### src/rtl/avalon_vga_rect_fill.sv
// Rectangle fill engine: CSR slave programs a rectangle and colour, the master
// streams one frame-buffer write per pixel, then an optional buffer-swap write.
module avalon_vga_rect_fill #(
    parameter int H_RES = 640,
    parameter int V_RES = 480
) (
    input  logic        i_cpu_clk,
    input  logic        i_cpu_reset_n,
    input  logic [2:0]  i_s_address,
    input  logic        i_s_chipselect,
    input  logic        i_s_read,
    input  logic        i_s_write,
    input  logic [31:0] i_s_writedata,
    output logic [31:0] o_s_readdata,
    output logic        o_s_readdatavalid,
    output logic [19:0] o_m_address,
    output logic        o_m_write,
    output logic [31:0] o_m_writedata,
    input  logic        i_m_waitrequest,
    output logic        o_irq
);
    localparam logic [9:0]  X_MAX     = 10'(H_RES - 1);
    localparam logic [9:0]  Y_MAX     = 10'(V_RES - 1);
    localparam logic [18:0] H_STEP    = 19'(H_RES);
    localparam logic [19:0] SWAP_ADDR = 20'h80000;

    typedef enum logic [1:0] {IDLE, FILL, SWAP, FINISH} state_t;
    state_t state, state_nxt;

    logic [9:0]  x0, y0, x1, y1, cur_x, cur_y, ex1, ey1, ex1_c, ey1_c;
    logic [2:0]  color;
    logic        busy, done, swap_en, abort_pend;
    logic [18:0] count, row_base;
    logic [19:0] m_addr;
    logic [31:0] m_data, rd_mux;
    logic        m_write;
    logic        csr_wr, csr_rd, ctrl_wr, start_req, abort_req, eff_abort;
    logic        accept, last_pix, empty_c;
    logic        unused_wd;

    // Start-of-fill row base y*H_RES as a constant shift-add sum.
    function automatic logic [18:0] row_of(input logic [9:0] y);
        logic [18:0] acc;
        acc = '0;
        for (int i = 0; i < 19; i++)
            if (H_STEP[i]) acc = acc + (19'(y) << i);
        return acc;
    endfunction

    assign unused_wd  = ^i_s_writedata[31:10];
    assign csr_wr     = i_s_chipselect & i_s_write;
    assign csr_rd     = i_s_chipselect & i_s_read;
    assign ctrl_wr    = csr_wr && (i_s_address == 3'd5);
    assign start_req  = ctrl_wr && i_s_writedata[0] && !i_s_writedata[2] && !busy && (state == IDLE);
    assign abort_req  = ctrl_wr && i_s_writedata[2] && busy;
    assign eff_abort  = abort_req | abort_pend;
    assign accept     = m_write & ~i_m_waitrequest;
    assign last_pix   = (cur_x == ex1) && (cur_y == ey1);
    assign ex1_c      = (x1 > X_MAX) ? X_MAX : x1;
    assign ey1_c      = (y1 > Y_MAX) ? Y_MAX : y1;
    assign empty_c    = (x0 > ex1_c) || (y0 > ey1_c);

    assign o_m_address       = m_addr;
    assign o_m_write         = m_write;
    assign o_m_writedata     = m_data;
    assign o_irq             = done;

    always_comb begin
        rd_mux = '0;
        case (i_s_address)
            3'd0: rd_mux = {22'b0, x0};
            3'd1: rd_mux = {22'b0, y0};
            3'd2: rd_mux = {22'b0, x1};
            3'd3: rd_mux = {22'b0, y1};
            3'd4: rd_mux = {29'b0, color};
            3'd6: rd_mux = {30'b0, done, busy};
            3'd7: rd_mux = {13'b0, count};
            default: rd_mux = '0;
        endcase
    end

    always_ff @(posedge i_cpu_clk or negedge i_cpu_reset_n) begin
        if (!i_cpu_reset_n) state <= IDLE;
        else                state <= state_nxt;
    end

    always_comb begin
        state_nxt = state;
        case (state)
            IDLE:
                if (start_req) begin
                    if (!empty_c)              state_nxt = FILL;
                    else if (i_s_writedata[1]) state_nxt = SWAP;
                    else                       state_nxt = FINISH;
                end
            FILL:
                if (accept) begin
                    if (eff_abort)     state_nxt = FINISH;
                    else if (last_pix) state_nxt = swap_en ? SWAP : FINISH;
                end
            SWAP:    if (accept) state_nxt = FINISH;
            default: state_nxt = IDLE;
        endcase
    end

    always_ff @(posedge i_cpu_clk or negedge i_cpu_reset_n) begin
        if (!i_cpu_reset_n) begin
            x0 <= '0; y0 <= '0; x1 <= '0; y1 <= '0; color <= '0;
            busy <= 1'b0; done <= 1'b0; swap_en <= 1'b0; abort_pend <= 1'b0;
            count <= '0; row_base <= '0; cur_x <= '0; cur_y <= '0;
            ex1 <= '0; ey1 <= '0;
            m_addr <= '0; m_data <= '0; m_write <= 1'b0;
            o_s_readdata <= '0; o_s_readdatavalid <= 1'b0;
        end else begin
            o_s_readdatavalid <= csr_rd;
            o_s_readdata      <= csr_rd ? rd_mux : '0;

            if (csr_wr && !busy) begin
                case (i_s_address)
                    3'd0: x0    <= i_s_writedata[9:0];
                    3'd1: y0    <= i_s_writedata[9:0];
                    3'd2: x1    <= i_s_writedata[9:0];
                    3'd3: y1    <= i_s_writedata[9:0];
                    3'd4: color <= i_s_writedata[2:0];
                    default: ;
                endcase
            end

            // An abort seen while a write is stalled is remembered until it lands.
            abort_pend <= ((state == FILL) || (state == SWAP)) && (state_nxt == state) && eff_abort;

            if (state == FINISH) begin
                busy <= 1'b0;
                done <= 1'b1;
            end else if (start_req) begin
                busy <= 1'b1;
                done <= 1'b0;
            end else if (csr_wr && (i_s_address == 3'd6) && i_s_writedata[1]) begin
                done <= 1'b0;
            end

            case (state)
                IDLE:
                    if (start_req) begin
                        ex1      <= ex1_c;
                        ey1      <= ey1_c;
                        swap_en  <= i_s_writedata[1];
                        cur_x    <= x0;
                        cur_y    <= y0;
                        row_base <= row_of(y0);
                        count    <= '0;
                        if (!empty_c) begin
                            m_addr  <= {1'b0, row_of(y0) + 19'(x0)};
                            m_data  <= {29'b0, color};
                            m_write <= 1'b1;
                        end else if (i_s_writedata[1]) begin
                            m_addr  <= SWAP_ADDR;
                            m_data  <= '0;
                            m_write <= 1'b1;
                        end else begin
                            m_write <= 1'b0;
                        end
                    end
                FILL:
                    if (accept) begin
                        count <= count + 19'd1;
                        if (eff_abort) begin
                            m_write <= 1'b0;
                        end else if (last_pix) begin
                            if (swap_en) begin
                                m_addr <= SWAP_ADDR;
                                m_data <= '0;
                            end else begin
                                m_write <= 1'b0;
                            end
                        end else if (cur_x == ex1) begin
                            cur_x    <= x0;
                            cur_y    <= cur_y + 10'd1;
                            row_base <= row_base + H_STEP;
                            m_addr   <= {1'b0, row_base + H_STEP + 19'(x0)};
                        end else begin
                            cur_x  <= cur_x + 10'd1;
                            m_addr <= m_addr + 20'd1;
                        end
                    end
                SWAP:    if (accept) m_write <= 1'b0;
                default: m_write <= 1'b0;
            endcase
        end
    end
endmodule

### config.mk
export PLATFORM = sky130hd
export DESIGN_NAME = avalon_vga_rect_fill
export DESIGN_NICKNAME = d
export VERILOG_FILES = /design/src/rtl/avalon_vga_rect_fill.sv
export SDC_FILE = /design/constraint.sdc
export NUM_CORES = 1
export LEC_CHECK = 0
export BUFFER_PORTS_ARGS = -buffer_cell sky130_fd_sc_hd__buf_2
export CORE_MARGIN = 8
export CORE_UTILIZATION = 38
export CTS_CLUSTER_SIZE = 30
export DETAILED_ROUTE_END_ITERATION = 16
export PLACE_DENSITY = 0.61
export SYNTH_ARGS = -nofsm -noshare
export SYNTH_HDL_FRONTEND = slang
export SYNTH_SLANG_ARGS = --single-unit
### constraint.sdc
create_clock -name i_cpu_clk -period 2.8 [get_ports i_cpu_clk]
set_clock_uncertainty 0.1 [all_clocks]
set_input_delay 0 -clock i_cpu_clk [delete_from_list [all_inputs] [get_ports i_cpu_clk]]
set_output_delay 0 -clock i_cpu_clk [all_outputs]
set_load 0.1 [all_outputs]
# After elaboration in Yosys (flattened, before gate mapping)

Index checks and enable logic that the tools add are counted.

Memories: 0
Input bits: 41
Output and inout port bits: 87
ROM bits: 0
Flip-flop bits (word level): 213
RAM bits: 0
Latch bits: 0
Logic and storage cells: 171

Reductions and logical operators: 34
Muxes and demuxes: 73
$lt $le $gt $ge: 4
Eq/ne operators: 25
Multipliers: 0
Divide/modulo/power cells: 0
Shifts and indexed selects: 0
$add $sub $neg: 9
Bitwise operators: 5

Operators by type and width:

| operator                                        | number |
|---|---|
| 2-to-1 mux 19 bit                               | 15 |
| 2-to-1 mux 32 bit                               | 8 |
| 2-to-1 mux 20 bit                               | 8 |
| case mux 19 bit (7 select lines)                | 1 |
| 2-to-1 mux 10 bit                               | 12 |
| case mux 19 bit (2 select lines)                | 2 |
| case mux 32 bit (2 select lines)                | 1 |
| case mux 10 bit (2 select lines)                | 2 |
| case mux 20 bit (2 select lines)                | 1 |
| adder 19 x 10 -> 19 bit                         | 2 |
| adder 19 bit                                    | 2 |
| adder 10 x 1 -> 10 bit (second input constant)  | 2 |
| adder 20 x 1 -> 20 bit (second input constant)  | 1 |
| equality test 10 bit                            | 2 |
| > comparator 10 bit                             | 2 |
| adder 19 x 1 -> 19 bit (second input constant)  | 1 |
| adder 19 x 10 -> 19 bit (second input constant) | 1 |
| 2-to-1 mux 1 bit                                | 15 |
| inequality test 2 bit (second input constant)   | 7 |
| logical AND 1 bit                               | 13 |
| equality test 3 bit (second input constant)     | 4 |
| 2-to-1 mux 2 bit                                | 6 |
| inequality test 3 bit (second input constant)   | 4 |
| AND reduction 2 bit                             | 6 |
| other kinds (23)                                | 32 |

# Depth between registers and ports, before layout

Gate-level depths: netlist of the first run.

Word-level depth: 16
Mapped depth: 12
Depth with buffers taken out: 11

# Worst setup path after synthesis of the first run

No wires, ideal clock.

Path kind: register to register
Start: register x1[9]
End: register m_addr[4] (netlist: o_m_address[4])
Buffers on the path: 1
Data required time: 2.617 ns
Period minus slack after synthesis: 2.849 ns
Setup slack: -0.049 ns
Setup time: 0.083 ns
Stages on the path, launching flop included: 13
Arrival time: 2.666 ns
Cell sequence: dfrtp_1 > inv_1 > nor2_1 > nor2_1 > ha_1 > a21oi_1 > o21ai_0 > a2111oi_2 > o22ai_1 > a21oi_1 > buf_2 > a21oi_1 > a31oi_1

Cells in the longest elaborated chain, start to end: 7
Elaborated cells between the ends (all ways): 9
Those cells by class: order compare: 2; eq/ne: 1; mux: 4; reduce/logical: 2

RTL lines:

| item                             | line | RTL |
|---|---|---|
| start: declaration               | 30   | `logic [9:0] x0, y0, x1, y1, cur_x, cur_y, ex1, ey1, ex1_c, ey1_c;` |
| start signal: assignment         | 122  | `3'd2: x1 <= i_s_writedata[9:0];` |
| > comparator 10 bit              | 59   | `assign ex1_c = (x1 > X_MAX) ? X_MAX : x1;` |
| 2-to-1 mux 10 bit *              | 59   |  |
| > comparator 10 bit *            | 61   | `assign empty_c = (x0 > ex1_c) \|\| (y0 > ey1_c);` |
| logical OR 1 bit *               | 61   |  |
| 2-to-1 mux 20 bit                | 152  | `if (!empty_c) begin` |
| 2-to-1 mux 20 bit                | 144  | `if (start_req) begin` |
| case mux 20 bit (2 select lines) | 142  | `case (state)` |
| end signal: assignment           | 153  | `m_addr <= {1'b0, row_of(y0) + 19'(x0)};` |
| end signal: assignment           | 180  | `m_addr <= {1'b0, row_base + H_STEP + 19'(x0)};` |
| end signal: assignment           | 183  | `m_addr <= m_addr + 20'd1;` |
| end: declaration                 | 34   | `logic [19:0] m_addr;` |

Mark *: on every way between the ends. The rest lies on a longest branch, timed or not. The select of a mux whose other input is x is not followed.
A chain may end at the register's enable or synchronous reset.

# Final worst setup path of the first run

Start: register y1[9]
End: register abort_pend

Cells in the longest elaborated chain, start to end: 10

RTL lines:

| item                              | line | RTL |
|---|---|---|
| start: declaration                | 30   |  |
| start signal: assignment          | 123  | `3'd3: y1 <= i_s_writedata[9:0];` |
| > comparator 10 x 9 -> 1 bit      | 60   | `assign ey1_c = (y1 > Y_MAX) ? Y_MAX : y1;` |
| 2-to-1 mux 10 bit *               | 60   |  |
| > comparator 10 bit *             | 61   |  |
| logical OR 1 bit *                | 61   |  |
| 2-to-1 mux 2 bit *                | 92   | `if (!empty_c) state_nxt = FILL;` |
| 2-to-1 mux 2 bit *                | 91   | `if (start_req) begin` |
| case mux 2 bit (3 select lines) * | 89   | `case (state)` |
| equality test 2 bit *             | 130  | `abort_pend <= ((state == FILL) \|\| (state == SWAP)) && (state_nxt == state) && eff_abort;` |
| logical AND 1 bit * (2 in series) | 130  |  |
| end signal: assignment            | 130  |  |
| end: declaration                  | 32   | `logic busy, done, swap_en, abort_pend;` |

Mark *: on every way between the ends. The rest lies on a longest branch, timed or not.

==> impl_metrics.ini, run 1 <==
[synthesis]
avgSynthCellArea_um2 = 9.37
synth_seq_area_share = 0.392
ys_async_sr_fraction = 1.00
synth_edf_count = 0
synth_ff_type = dfrtp_1
syn_inst = 1117
synth_cell_types = 78
yosys_register_bits = 164
syn_area_mm2 = 0.0105
synth_warnings = 0

[placement]
gp_congestion = 0.926
portBuffers = 63
dp_hpwl_um = 23000
placed_cells = 1587

[setup_path]
critPathKind = reg -> reg
cp_common_cell = buf_4
cp_slowest_stage_delay_ps = 400
path_max_fanout = 5
r2r-end = abort_pend
crit_required_ps = 3010
r2r_start = y1[9]
worstPathArrival_ps = 3120
rr_worst_depth = 12
r2r_slack_ps = -120
crit_path_cell_trace = buf_4 -> nor2_1 -> ha_1 -> nand4_1 -> buf_4 -> a211oi_4 -> a2111oi_4 -> o22ai_4 -> buf_12 -> a2111o_1 -> o211ai_1 -> mux2i_1
crit_slowest_cell = dfrtp_1
crit_buf_inv = 3
cp-end-kind = register
critPathLaunchType = register
critPathTopFamily = compound AO/OA/AOI/OAI gates

[outcome]
status = finished with violations
violations = setup timing

[floorplan]
fp.dieH_um = 182
ios = 128
core-area_mm2 = 0.0270
initial_core_util = 0.387
placementRows = 60
die_x_um = 182
dieArea_mm2 = 0.0331

[hold_path]
whs_endpoint = o_irq
hp-start = i_s_write
whs_path_depth = 4
hold_class = in -> reg

[route]
drc = 0
final_antenna_net_count = 0
vias = 9090
routed_wl_um = 30900
wl_per_cell_um = 18.8
dr.pass1.iters = 5
vias_per_cell = 5.53
drtIter0Drc = 603

[sta]
setup_viol = 16
drv_slew = 0
max_slew_margin = 0.316
period_needed_ps = 2920
rsz0062_at_grt = yes
clock.fmax_mhz = 343
worst_pin_slew_ps = 1030
fin_crit_sh = 1.04
fin_tns_setup_ps = -648
layout_setup_ws_ps = -116
hold_viol = 0

[cells_and_area]
final_cells = 1645
final_cell_mix = dfrtp_1, buf_4, nand2_1, nor2_1, o21ai_0
layout_commonest_cell = dfrtp_1
num_antenna_cells = 0
drive_gt1_frac = 0.283
fin_util = 0.483
nets = 1378
area_delta_synth_final_pct = 24.6

[power]
p_int_uw = 3770
irDropWorstVdd_v = 0.000417
p_leak_uw = 0.00618
netSwitchingFraction = 0.295
power.switching_uw = 1580
power_density_mw_per_mm2 = 410
p_clk_frac = 0.426
p_comb_frac = 0.127
seq_power_share = 0.446

[global_route]
overflow = 0
grt_max_degree = 106
grt_pass1_vias = 8814
grt_first_pass_wirelength_um = 48900
grt_usage = 0.185
antenna_found_initial = 0

[cts]
worstSkewPairLatency_ps = 430
cts_made_buffers = 17
cts_buffer_depth = 2
clkTransAtPathRegs_ps = 70
cts_max_level = 4
cts_tree = built
root_buffer = clkbuf_16
cts.sinks = 164

[flow_run]
max-cap-violations = 0
[Yosys cell counts (all sizes together) (14+ instances only)]
master / n / area, um^2
nand2: 98 / 368
buf: 63 / 433
nor3: 22 / 110
nand3: 51 / 255
nor2: 111 / 417
a22oi: 14 / 105
a21oi: 60 / 312
xnor2: 37 / 324
xor2: 40 / 350
mux2: 48 / 541
clkbuf: 31 / 116
mux2i: 15 / 150
o21ai: 76 / 384
ha: 44 / 551
dfrtp: 164 / 4100
and3: 24 / 150
inv: 30 / 113
[cell type report]
| class | instances | area [um^2] |
|---|---|---|
| multi-input combinational | 870 | 6280 |
| clock buffer | 20 | 457 |
| inverter | 31 | 116 |
| fill | 2543 | 14000 |
| tap | 341 | 427 |
| sequential | 164 | 4110 |
| timing repair buffer | 207 | 1540 |
| clock inverter | 12 | 109 |
[flip-flops by register name (all words and copies together), names as in the netlist, 2 cells and up]
| name | flops |
|---|---|
| o_s_readdata | 19 |
| row_base | 12 |
| count | 19 |
| color | 3 |
| ex1 | 10 |
| o_m_writedata | 3 |
| cur_x | 10 |
| cur_y | 10 |
| y1 | 10 |
| o_m_address | 20 |
| x1 | 10 |
| y0 | 10 |
| ey1 | 10 |
| x0 | 10 |
| state | 2 |
[tightest hold or removal path, delay by kind of cell]
| kind | cells | cell delay (ps) |
|---|---|---|
| buffers and inverters | 1 | 110 |
| AOI/OAI and AO/OA | 1 | 140 |
| and+or+nand+nor | 2 | 270 |
[metrics by stage]
stage | hold slack (ps) | instance area (um^2) | setup WS [ps] | total power [uW]
after floorplan | -396 | 10600 | -27.0 | 2880
after global placement | 117 | 11800 | -226 | 3030
after detailed placement | 115 | 11800 | -310 | 3040
after CTS | 7.87 | 12800 | -84.6 | 5370
after global routing | 42.7 | 13000 | -276 | 5530
final | 24.2 | 13000 | -116 | 5350
[repair_timing]
| item | CTS | global route |
|---|---|---|
| gates cloned | 1 | 1 |
| endpoints found under the setup margin | 27 | 28 |
| endpoints found under the hold margin | 150 | 0 |
| pin swaps | 18 | 11 |
| buffers inserted | 7 | 5 |
| hold buffers | 15 | 0 |
| gates resized for setup | 56 | 35 |
[power by group through the flow]
stage / sequential (uW) / clock (uW) / combinational [uW]
2_1_floorplan: 2450 / 0 / 433
3_3_place_gp: 2430 / 0 / 602
3_5_place_dp: 2430 / 0 / 607
4_1_cts: 2390 / 2320 / 662
5_1_grt: 2390 / 2420 / 720
6_report: 2390 / 2280 / 680
[cell families after synthesis]
group	count (synthesis)	share of synthesized area
other	2	0.000718
flip-flops	164	0.392
AND/OR/NAND/NOR	384	0.183
multiplexers	71	0.0832
adder cells (fa/ha/maj)	46	0.0564
AO/OA/AOI/OAI	248	0.156
XOR/XNOR	77	0.0644
buffers and inverters	125	0.0636
[routing by layer]
layer | global-route usage | vias to the layer above | share of wire
li1 | - | 4285 | -
met1 | 0.238 | 4523 | 0.44
met2 | 0.316 | 238 | 0.50
met3 | 0.0238 | 44 | 0.042
met4 | 0.0620 | 0 | 0.023
met5 | 0 | - | 0
[worst max path at each step]
stage          startpoint               to  slack, ps  cells after the start
6_report            y1[9]       abort_pend       -120                     12
5_1_grt             y1[8]       abort_pend       -280                     12
4_1_cts             y1[8]  o_m_address[17]        -80                     11
3_5_place_dp        x1[8]  o_m_address[15]       -310                     14
3_3_place_gp        x1[8]  o_m_address[15]       -230                     14
2_1_floorplan       x1[9]   o_m_address[4]        -30                     12
(Power assumes the default switching activity.)
==> run 2, diff against run 1 <==
Settings changed: BUFFER_PORTS_ARGS -buffer_cell sky130_fd_sc_hd__buf_2 to not set, DONT_BUFFER_PORTS set to 1, PLACE_DENSITY 0.61 to 0.57.
==> run 2 against run 1 <==
The flow finishes with violations (hold timing, setup timing); utilization decreased by 0.90 points; hold slack worse by 860 ps; combinational power shrank 12%; sequential power about the same; maximum frequency fell by 0.33%; power down 1.7%; via count down 1.9%; worst setup slack worse by 9.7 ps; largest power group unchanged.
==> impl_metrics.ini, run 2 (synthesis results as in run 1) <==
[cells_and_area]
area_delta_synth_final_pct = 22.3
drive_gt1_frac = 0.250
nets = 1344
layout_commonest_cell = dfrtp_1
fin_util = 0.474
num_antenna_cells = 0
final_cell_mix = dfrtp_1, buf_4, nor2_1, nand2_1, o21ai_0
nFillCells = 2536
largest_reg_flops = 20
fin_area_mm2 = 0.0128

[floorplan]
ios = 128
dieArea_mm2 = 0.0331
core-area_mm2 = 0.0270
die_x_um = 182
fp.dieH_um = 182
placementRows = 60
initial_core_util = 0.387

[power]
p_leak_uw = 0.00599
power_density_mw_per_mm2 = 411
irDropWorstVdd_v = 0.000411
finalPower_uw = 5260

[sta]
max_slew_margin = 0.399
fin_crit_sh = 1.04
whs_ps = -838
drv_slew = 0
worst_pin_slew_ps = 903
rsz0062_at_grt = yes
hold_viol = 164
clock.fmax_mhz = 342
layout_setup_ws_ps = -125
setup_viol = 23
period_needed_ps = 2930

[route]
final_antenna_net_count = 0
wl_per_cell_um = 19.8
dr.pass1.iters = 5
vias = 8917
drc = 0
routed_wl_um = 31900
drtIter0Drc = 624
vias_per_cell = 5.54

[placement]
dp_hpwl_um = 23000
portBuffers = 0
place_area_mm2 = 0.0116
gp_congestion = 0.925

[cts]
cts_tree = built
cts_made_buffers = 17
cts.sinks = 164
ctsHoldBuffers = 21
cts_max_level = 4
clkTransAtPathRegs_ps = 70
root_buffer = clkbuf_16
cts_buffer_depth = 2
worstSkewPairLatency_ps = 440

[setup_path]
r2r_slack_ps = -130
critPathKind = reg -> reg
crit_required_ps = 3020
cp-end-kind = register
worstPathArrival_ps = 3140
path_max_fanout = 7
critPathLaunchType = register

[global_route]
grt_max_degree = 165
grt_pass1_vias = 8706
antenna_found_initial = 0
grt_first_pass_wirelength_um = 49800
grt_usage = 0.190
overflow = 0

[hold_path]
hold_class = in -> async

[outcome]
violations = hold timing, setup timing
status = finished with violations

[flow_run]
max-cap-violations = 0
run 2: cell count changes in the layout (fill, tap and decap cells not counted), sizes merged:
cell,change
buf,-40
dlygate4sd3,+6
clkinvlp,-2
o22ai,+1
clkinv,+4
clkbuf,-3
run 2: final cells by class:
type                            count  area, um^2  area share
Timing Repair Buffer              172        1400       0.109
Clock buffer                       18         439      0.0343
Sequential cell                   164        4110       0.321
Clock inverter                     14         115     0.00899
Multi-Input combinational cell    871        6190       0.484
Inverter                           31         116     0.00909
Tap cell                          341         427      0.0333
run 2: final timing paths:
path,endpoint,depth (start not counted),from
hold / removal,cur_x[8],0,i_cpu_reset_n
max in group asynchronous,count[10],0,i_cpu_reset_n
setup reg to reg,o_m_address[15],12,y1[6]
min in group i_cpu_clk,o_m_address[7],4,i_s_writedata[1]
hold reg to reg,ey1[5],2,ey1[5]
setup / recovery,o_m_address[15],12,y1[6]
run 2: metrics by stage:
| step | setup TNS (ps) | cells | setup slack [ps] |
|---|---|---|---|
| after floorplan | -69.9 | 1158 | -27.0 |
| after global routing | -4540 | 1611 | -245 |
| after detailed placement | -9170 | 1548 | -459 |
| after CTS | -1710 | 1608 | -128 |
| final | -1210 | 1611 | -125 |
| after global placement | -6070 | 1548 | -324 |
run 2: repair_timing:
| item | 4_1_cts | 5_1_grt |
|---|---|---|
| pin swaps | 24 | 12 |
| gates resized for setup | 36 | 30 |
| cloned | 2 | 0 |
| endpoints found under the hold margin | 236 | 164 |
| setup endpoints to repair | 27 | 27 |
| setup buffers | 6 | 3 |
run 2: per-layer routing:
| metal | vias to the layer above | global-route usage | wire length, um |
|---|---|---|---|
| met5 | - | 0 | 0 |
| met4 | 0 | 0.0666 | 958 |
| met3 | 45 | 0.0295 | 1130 |
| met2 | 215 | 0.315 | 15400 |
| met1 | 4439 | 0.248 | 14400 |
| li1 | 4218 | - | - |
run 2: worst max-delay path, stage by stage (launching register included):
cell and delay (ps):
dfrtp_1 390, a41o_4 320, or2_4 230, ha_1 180, nand2b_4 140, a211oi_4 230, a2111oi_4 70, buf_4 160
o22ai_4 300, nor2_2 80, buf_6 140, a22o_1 200, mux2_4 250
run 2: power breakdown:
group	switching (uW)	internal, uW	leakage [uW]
combinational	443	156	0.00348
sequential	23.2	2380	0.00223
clock	1070	1180	0.000276
total	1540	3720	0.00599
==> run 3, diff against run 2 <==
Settings changed: PLACE_DENSITY 0.57 to 0.55.
Clock period 2.8 ns to 3 ns, I/O delays scaled along.
==> run 3 against run 2 <==
The run ends with hold timing left; largest cell class unchanged; clock-buffer cell count grew 1; largest power group is now the clock network; power shrank 3.1%; highest routed layer unchanged; cell area shrank 1.7%; cell count is 2.4% lower; combinational power fell by 7.9%; routed wire length fell by 1.8%; via count down 1.8%; sequential power down 7%.
==> impl_metrics.ini, run 3 (synthesis results as in run 1) <==
[setup_path]
cp_slowest_stage_delay_ps = 450
crit_slowest_cell = a2111oi_4
crit_path_cell_trace = nor2_2 -> nor2_4 -> buf_6 -> nor2_4 -> ha_4 -> nand4_1 -> a211oi_4 -> a2111oi_4 -> o22ai_4 -> buf_6 -> a21oi_4 -> buf_12 -> mux2_4
r2r-end = o_m_address[15]
worstPathArrival_ps = 3220
crit_buf_inv = 3
critPathTopFamily = compound AO/OA/AOI/OAI gates
crit_required_ps = 3220
r2r_slack_ps = 2
rr_worst_depth = 13
critPathLaunchType = register
cp-end-kind = register
r2r_start = x1[7]
path_max_fanout = 8
critPathKind = reg -> reg

[sta]
drv_slew = 0
layout_setup_ws_ps = 2.41
setup_viol = 0
hold_viol = 164
worst_pin_slew_ps = 908
whs_ps = -842
fin_crit_sh = 0.999
max_slew_margin = 0.393
clock.fmax_mhz = 334
rsz0062_at_grt = yes
period_needed_ps = 3000

[route]
drc = 0
dr.pass1.iters = 5
wl_per_cell_um = 19.9
drtIter0Drc = 590
vias = 8757
routed_wl_um = 31300
final_antenna_net_count = 0
vias_per_cell = 5.57

[cts]
cts_max_level = 4
root_buffer = clkbuf_16
clkTransAtPathRegs_ps = 80
cts_made_buffers = 17
worstSkewPairLatency_ps = 440
cts.sinks = 164
ctsHoldBuffers = 17
cts_buffer_depth = 2
cts_tree = built

[power]
irDropWorstVdd_v = 0.000317
p_leak_uw = 0.00579
power_density_mw_per_mm2 = 405

[placement]
dp_hpwl_um = 22500
pre_cts_slack_ps = -290
gp_congestion = 0.894
portBuffers = 0

[global_route]
grt_usage = 0.186
grt_max_degree = 165
grt_pass1_vias = 8545
overflow = 0
grt_first_pass_wirelength_um = 48600
antenna_found_initial = 0

[outcome]
violations = hold timing
status = finished with violations

[floorplan]
ios = 128
die_x_um = 182
dieArea_mm2 = 0.0331
fp.dieH_um = 182
placementRows = 60
initial_core_util = 0.387
core-area_mm2 = 0.0270

[cells_and_area]
drive_gt1_frac = 0.232
final_cell_mix = dfrtp_1, buf_4, nor2_1, nand2_1, o21ai_0
area_delta_synth_final_pct = 20.2
nets = 1306
largest_reg_flops = 20
num_antenna_cells = 0
layout_commonest_cell = dfrtp_1

[flow_run]
max-cap-violations = 0

[hold_path]
hold_class = in -> async
## run 3: cell count changes in the layout (fill, tap and decap cells not counted), sizes merged
cell and change:
a21o -1, buf -33, bufinv +2, clkbuf +2, clkinv -3, dlygate4sd3 -4, o22ai -1
## run 3: cell type report
cell class,count,area [um^2]
sequential,164,4110
timing repair buffer,136,1110
clock buffer,19,443
tap,341,427
multi-input combinational,869,6210
clock inverter,13,164
inverter,31,116
fill,2565,14400
## run 3: power by group
part           internal (uW)  switching (uW)
clock                   1280            1020
sequential              2220            22.9
combinational            152             399
## run 3: timing repair
| item | CTS | global route |
|---|---|---|
| pin swaps | 5 | 21 |
| setup endpoints to repair | 26 | 23 |
| setup buffers | 3 | 6 |
| resized for setup | 23 | 53 |
| endpoints found under the hold margin | 236 | 164 |
| gates cloned | 0 | 1 |
## run 3: metal layers
layer | share of wire | global-route usage | routed length [um] | vias up
met5 | 0 | 0 | 0 | -
met4 | 0.019 | 0.0617 | 594 | 0
met3 | 0.049 | 0.0263 | 1530 | 39
met2 | 0.48 | 0.306 | 15200 | 249
met1 | 0.45 | 0.248 | 14000 | 4327
li1 | - | - | - | 4142
## run 3: how the worst max path moves through the flow
stage / cells past startpoint / from / endpoint
after floorplan: 12 / x1[9] / o_m_address[4]
after global placement: 14 / x1[8] / abort_pend
after detailed placement: 14 / x1[8] / abort_pend
after CTS: 13 / x1[8] / abort_pend
after global routing: 13 / x1[9] / o_m_address[15]
final: 13 / x1[7] / o_m_address[15]
## run 3: through the flow
stage | std cells | power [uW] | util | area (um^2) | TNS, ps
floorplan | 1158 | 2680 | - | 10600 | 0
global placement | 1516 | 2720 | 0.420 | 11400 | -3140
detailed placement | 1516 | 2720 | 0.420 | 11400 | -3590
CTS | 1568 | 5090 | 0.454 | 12300 | 0
global route | 1573 | 5240 | 0.466 | 12600 | -1440
finish | 1573 | 5090 | 0.466 | 12600 | 0
